--- config.mk ---
export PLATFORM = sky130hd
export DESIGN_NAME = stream_buffer_flat
export DESIGN_NICKNAME = d
export VERILOG_FILES = /design/src/rtl/stream_pkg.sv /design/src/rtl/bar.sv /design/src/rtl/stream_buffer_mem.sv /design/src/rtl/stream_buffer.sv /design/src/flat_wrapper.sv
export SDC_FILE = /design/constraint.sdc
export NUM_CORES = 1
export LEC_CHECK = 0
export CORE_UTILIZATION = 40
export DETAILED_ROUTE_END_ITERATION = 10
export PLACE_DENSITY = 0.56
export SETUP_SLACK_MARGIN = 0.1
export SYNTH_ARGS = -nofsm -noshare
export SYNTH_HDL_FRONTEND = slang
export SYNTH_SLANG_ARGS = --single-unit
--- constraint.sdc ---
create_clock -name clk -period 6.1 [get_ports clk]
set_input_delay 0.61 -clock clk [delete_from_list [all_inputs] [get_ports clk]]
set_output_delay 0.61 -clock clk [all_outputs]
set_load 0.05 [all_outputs]
--- src/rtl/stream_pkg.sv ---
// Shared types and helpers for the stream_buffer elastic buffer.
package stream_pkg;

  localparam int DEF_WIDTH = 32;

  function automatic int cnt_width(input int depth);
    return $clog2(depth) + 1;
  endfunction

  typedef enum logic [1:0] {
    EMPTY,
    PARTIAL,
    FULL
  } stream_state_t;

endpackage

--- src/rtl/bar.sv ---
// Valid/ready link carrying a WIDTH-bit payload; "in" is the receiving side.
interface bar #(
  parameter int WIDTH = stream_pkg::DEF_WIDTH
);
  logic [WIDTH-1:0] data;
  logic             valid;
  logic             ready;

  modport in  (input data, input valid, output ready);
  modport out (output data, output valid, input ready);
endinterface

--- src/rtl/stream_buffer_mem.sv ---
// Storage array for stream_buffer: one write port, asynchronous read, no reset.
module stream_buffer_mem #(
  parameter  int WIDTH = 32,
  parameter  int DEPTH = 4,
  localparam int AW    = $clog2(DEPTH)
) (
  input  logic             clk,
  input  logic             we,
  input  logic [AW-1:0]    waddr,
  input  logic [WIDTH-1:0] wdata,
  input  logic [AW-1:0]    raddr,
  output logic [WIDTH-1:0] rdata
);

  logic [WIDTH-1:0] mem [DEPTH];

  always_ff @(posedge clk) begin
    if (we) mem[waddr] <= wdata;
  end

  assign rdata = mem[raddr];

endmodule

--- src/rtl/stream_buffer.sv ---
// Elastic FIFO between two bar links with registered ready/valid/data,
// occupancy count and synchronous flush.
//
//   state   | meaning
//   EMPTY   | no entries stored, y.valid low
//   PARTIAL | 1..DEPTH-1 entries stored
//   FULL    | DEPTH entries stored, x.ready low
module stream_buffer
  import stream_pkg::*;
#(
  parameter  int WIDTH = DEF_WIDTH,
  parameter  int DEPTH = 4,
  localparam int CW    = cnt_width(DEPTH)
) (
  input  logic          clk,
  input  logic          rst,
  input  logic          flush,
  bar.in                x,
  bar.out               y,
  output logic [CW-1:0] count
);

  localparam int            AW       = $clog2(DEPTH);
  localparam logic [CW-1:0] FULL_CNT = CW'(DEPTH);

  logic [AW-1:0]    wptr, rptr, rptr_nxt;
  logic [CW-1:0]    count_nxt;
  logic             push, pop;
  logic             x_ready, y_valid;
  logic [WIDTH-1:0] y_data, y_data_nxt, rdata;
  stream_state_t    state;

  assign push     = x.valid && x_ready;
  assign pop      = y_valid && y.ready;
  assign rptr_nxt = pop ? rptr + AW'(1) : rptr;

  always_comb begin
    count_nxt = count;
    case ({push, pop})
      2'b10:   count_nxt = count + CW'(1);
      2'b01:   count_nxt = count - CW'(1);
      default: count_nxt = count;
    endcase
  end

  // The new head is still in flight from x when it lands on the slot being written.
  assign y_data_nxt = (push && (rptr_nxt == wptr)) ? x.data : rdata;

  stream_buffer_mem #(
    .WIDTH (WIDTH),
    .DEPTH (DEPTH)
  ) u_mem (
    .clk   (clk),
    .we    (push && !flush),
    .waddr (wptr),
    .wdata (x.data),
    .raddr (rptr_nxt),
    .rdata (rdata)
  );

  always_ff @(posedge clk or posedge rst) begin
    if (rst) begin
      wptr    <= '0;
      rptr    <= '0;
      count   <= '0;
      x_ready <= 1'b1;
      y_valid <= 1'b0;
      y_data  <= '0;
      state   <= EMPTY;
    end else if (flush) begin
      wptr    <= '0;
      rptr    <= '0;
      count   <= '0;
      x_ready <= 1'b1;
      y_valid <= 1'b0;
      state   <= EMPTY;
    end else begin
      if (push) wptr <= wptr + AW'(1);
      rptr    <= rptr_nxt;
      count   <= count_nxt;
      x_ready <= (count_nxt < FULL_CNT);
      y_valid <= (count_nxt != '0);
      if (push || pop) y_data <= y_data_nxt;
      case (state)
        EMPTY:   if (push) state <= PARTIAL;
        PARTIAL: begin
          if (pop && !push && count == CW'(1))
            state <= EMPTY;
          else if (push && !pop && count == FULL_CNT - CW'(1))
            state <= FULL;
        end
        FULL:    if (pop) state <= PARTIAL;
        default: state <= EMPTY;
      endcase
    end
  end

  assign x.ready = x_ready;
  assign y.valid = y_valid;
  assign y.data  = y_data;

endmodule
--- src/flat_wrapper.sv ---
// flat-port wrapper written by rule: the top's interface ports become plain ports
module stream_buffer_flat import stream_pkg::*;
#(
  parameter  int WIDTH = DEF_WIDTH,
  parameter  int DEPTH = 4,
  localparam int CW    = cnt_width(DEPTH)
)
  (clk, rst, flush, count, x_data, x_valid, x_ready, y_data, y_valid, y_ready);
  bar #(.WIDTH(WIDTH)) x_i ();
  bar #(.WIDTH(WIDTH)) y_i ();
  input  logic clk;
  input  logic rst;
  input  logic flush;
  output logic [CW-1:0] count;
  input wire logic [$bits(x_i.data)-1:0] x_data;
  input wire logic [$bits(x_i.valid)-1:0] x_valid;
  output wire logic [$bits(x_i.ready)-1:0] x_ready;
  output wire logic [$bits(y_i.data)-1:0] y_data;
  output wire logic [$bits(y_i.valid)-1:0] y_valid;
  input wire logic [$bits(y_i.ready)-1:0] y_ready;
  assign x_i.data = x_data;
  assign x_i.valid = x_valid;
  assign x_ready = x_i.ready;
  assign y_data = y_i.data;
  assign y_valid = y_i.valid;
  assign y_i.ready = y_ready;
  stream_buffer #(.WIDTH(WIDTH), .DEPTH(DEPTH)) u_core (.clk(clk), .rst(rst), .flush(flush), .x(x_i), .y(y_i), .count(count));
endmodule
==> metrics <==
Crit-path slowest cell dfrtp_4; ANT cells 0; Seq. cell area 4880 um^2; Fin Clk Skew 0.00788 ns; post-detail-place hpwl 10300 um; Cells after DPL 821; hold_buf cts 0; Mapped Nets 561; Area Growth Syn to Fin 16.7%; startpoint types flop; drt via density 5.57; Max stage delay on crit path 1.15 ns; grt ovf 0; Min Clock Period, post-route 3.32 ns; Die H 147 um; GR Util All Layers 17.7%; Seq/Total Area, Yosys 58.0%; CORE AREA 20400 um^2; post-synth cell types 31; layout cell share with drive strength beyond 1 18.5%; Detailed Routing Iterations Pass 1 5; H-tree Lvls 4; wire per inst 21.1 um; maximum clock path buffer count 2; fin crit share 54.4%; Max Freq 0.301 GHz; worst path cell trace nand2_1, o21ai_4, o211a_4, o311ai_2; later-pin clock latency in the skew report 0.42 ns; Lkg Pwr 3.14 nW; CTS tree built; CP Class reg2reg; Worst Path Required 6.36 ns; xor-xnor portion of the synthesized cell area 0.626%; IO buf count 73; # DRC 0; multi-input logic area 3240 um^2; largest family of logic cells by synthesized area multiplexers; via count 4752; setup bufs post-CTS 0; Yosys warnings 0; first-pass GRT wire length 28500 um; Final ANT Viol Nets 0; clk sinks 169; Worst VDD drop 0.265 mV; Critical Path Fanout Max 67; Initial Util 41.1%; final core occ 47.9%; fillers 1751; CP bufs+invs 0; RSZ-0062 raised after global routing false; Max-slew headroom 27.4%; adder-cell share of the synthesized area 1.13%; Compound-Gate Fraction of Synth Area 9.75%; Setup-failing EPs final 0; Slew Viols, Final 0; gpl congestion 0.667; Die ar. 21600 um^2; row cnt 52; hold crit path type reg2reg; final WL 18000 um; pin count of the biggest net entering global routing 69; WP data arrival 3.58 ns; initial DRC count 210; Post-Synth Simple-Gate Area 2.83%; vias in the first global route 5084; commonest non-fill, non-tap cell in the layout mux2i_1; initial antenna violation count 0; crit-path leading delay family compound AO/OA/AOI/OAI gates; Post-Route Setup TNS 0 ns; # nets final 614; Syn Std Cell Area 8390 um^2; cts bufs inserted 17; Worst Tran Pin Value 1.09 ns; outcome complete, no violations; Root Buffer clkbuf_16; pwr dens 432 nW/um^2; num ports 74; final non-filler cell total 853; final hold violations 0; post-CTS sizing 0; Yosys reg bits 169; Max Cap Viol 0; Syn Inst Count 517; Die X 147 um; Syn Area/Cell 16.2 um^2; multiplexer area fraction after synthesis 24.0%; most frequent cells in the layout 129 x mux2i_1, 128 x edfxtp_1, 73 x clkdlybuf4s50_1; CTS clk-pin slew, worst paths 0.06 ns; Setup crit end kind flop
==> final cells by class <==
class | count | area share (%)
Tap cell | 270 | 3.45
Multi-Input combinational cell | 300 | 33.1
Clock inverter | 8 | 0.984
Timing Repair Buffer | 77 | 7.77
Inverter | 5 | 0.192
Sequential cell | 169 | 49.8
Clock buffer | 24 | 4.71
==> tightest hold or removal path, delay by kind of cell, from the launching register on <==
family,cells,cell delay (ns)
flops,1,0.35
compound gates,1,0.07
simple gates,1,0.07
==> cell families (layout without fill, tap and decap cells) <==
| logic type | after synthesis | in the layout |
|---|---|---|
| muxes | 161 | 161 |
| DFF | 169 | 169 |
| xor gates and xnor gates | 6 | 6 |
| buffers and inverters | 48 | 114 |
| adders and majority gates | 7 | 7 |
| and+or+nand+nor | 55 | 55 |
| AOI/OAI and AO/OA | 71 | 71 |
==> cells in the mapped netlist <==
library cell  number  area, um^2
mux2i_1          129        1290
edfxtp_1         128        3840
dfrtp_1           40        1000
nand2_1           37         139
mux4_2            32         721
o211ai_1          32         240
o311ai_2          32         521
buf_6             14         158
clkbuf_1          13        48.8
buf_2             12        60.1
nor2_1             7        26.3
ha_1               6        75.1
and2_1             5        31.3
inv_1              4        15.0
xnor2_1            3        26.3
xor2_1             3        26.3
a21oi_1            2        10.0
buf_1              2        7.51
buf_4              2        15.0
nand4b_1           2        17.5
or3_1              2        12.5
a211oi_2           1        12.5
a21o_1             1        7.51
dfstp_2            1        26.3
fa_1               1        20.0
inv_2              1        3.75
nand3_1            1        5.00
o211a_4            1        17.5
o21ai_0            1        5.00
o21ai_1            1        5.00
or2_1              1        6.26
==> layer usage <==
layer  track usage (%)  routed length, um  up-vias
met4              5.73                238        0
met5                 0                  0        -
met2              30.9               9370       80
met3              2.83                519       17
li1                  -                  -     2167
met1              22.5               7890     2488
==> where the power goes <==
group	internal, W	switching [W]	total (W)
logic	0.000664	0.000942	0.00161
clock network	0.000611	0.000412	0.00102
registers	0.00142	0.000184	0.00160
==> flip-flops by register name, indices dropped and copies added, names as in the netlist <==
register / flops
u_core.u_mem.mem: 128
u_core.rptr: 2
u_core.wptr: 2
u_core.y.data: 32
u_core.y.valid: 1
u_core.x.ready: 1
u_core.count: 3
==> final timing paths <==
| path | start | endpoint | slack, ns | cells past startpoint |
|---|---|---|---|---|
| setup / recovery | u_core.rptr[0] | u_core.y.data[14] | 2.78 | 4 |
| hold / removal | u_core.y.data[18] | u_core.y.data[18] | 0.53 | 2 |
| setup reg to reg | u_core.rptr[0] | u_core.y.data[14] | 2.78 | 4 |
| hold reg to reg | u_core.y.data[18] | u_core.y.data[18] | 0.53 | 2 |
| max in group asynchronous | rst | u_core.rptr[0] | 4.62 | 2 |
| min in group asynchronous | rst | u_core.y.data[19] | 0.75 | 2 |
==> metrics by stage <==
step | power, W | hold slack [ns] | instance area (um^2) | setup slack [ns]
floorplan | 0.00279 | 0.567 | 8390 | 3.52
global placement | 0.00320 | 0.512 | 9240 | 2.63
detailed placement | 0.00325 | 0.516 | 9240 | 2.53
CTS | 0.00427 | 0.530 | 9790 | 2.75
global route | 0.00441 | 0.553 | 9790 | 2.60
finish | 0.00423 | 0.529 | 9790 | 2.78
No activity file was read; power rests on OpenSTA's default activity.
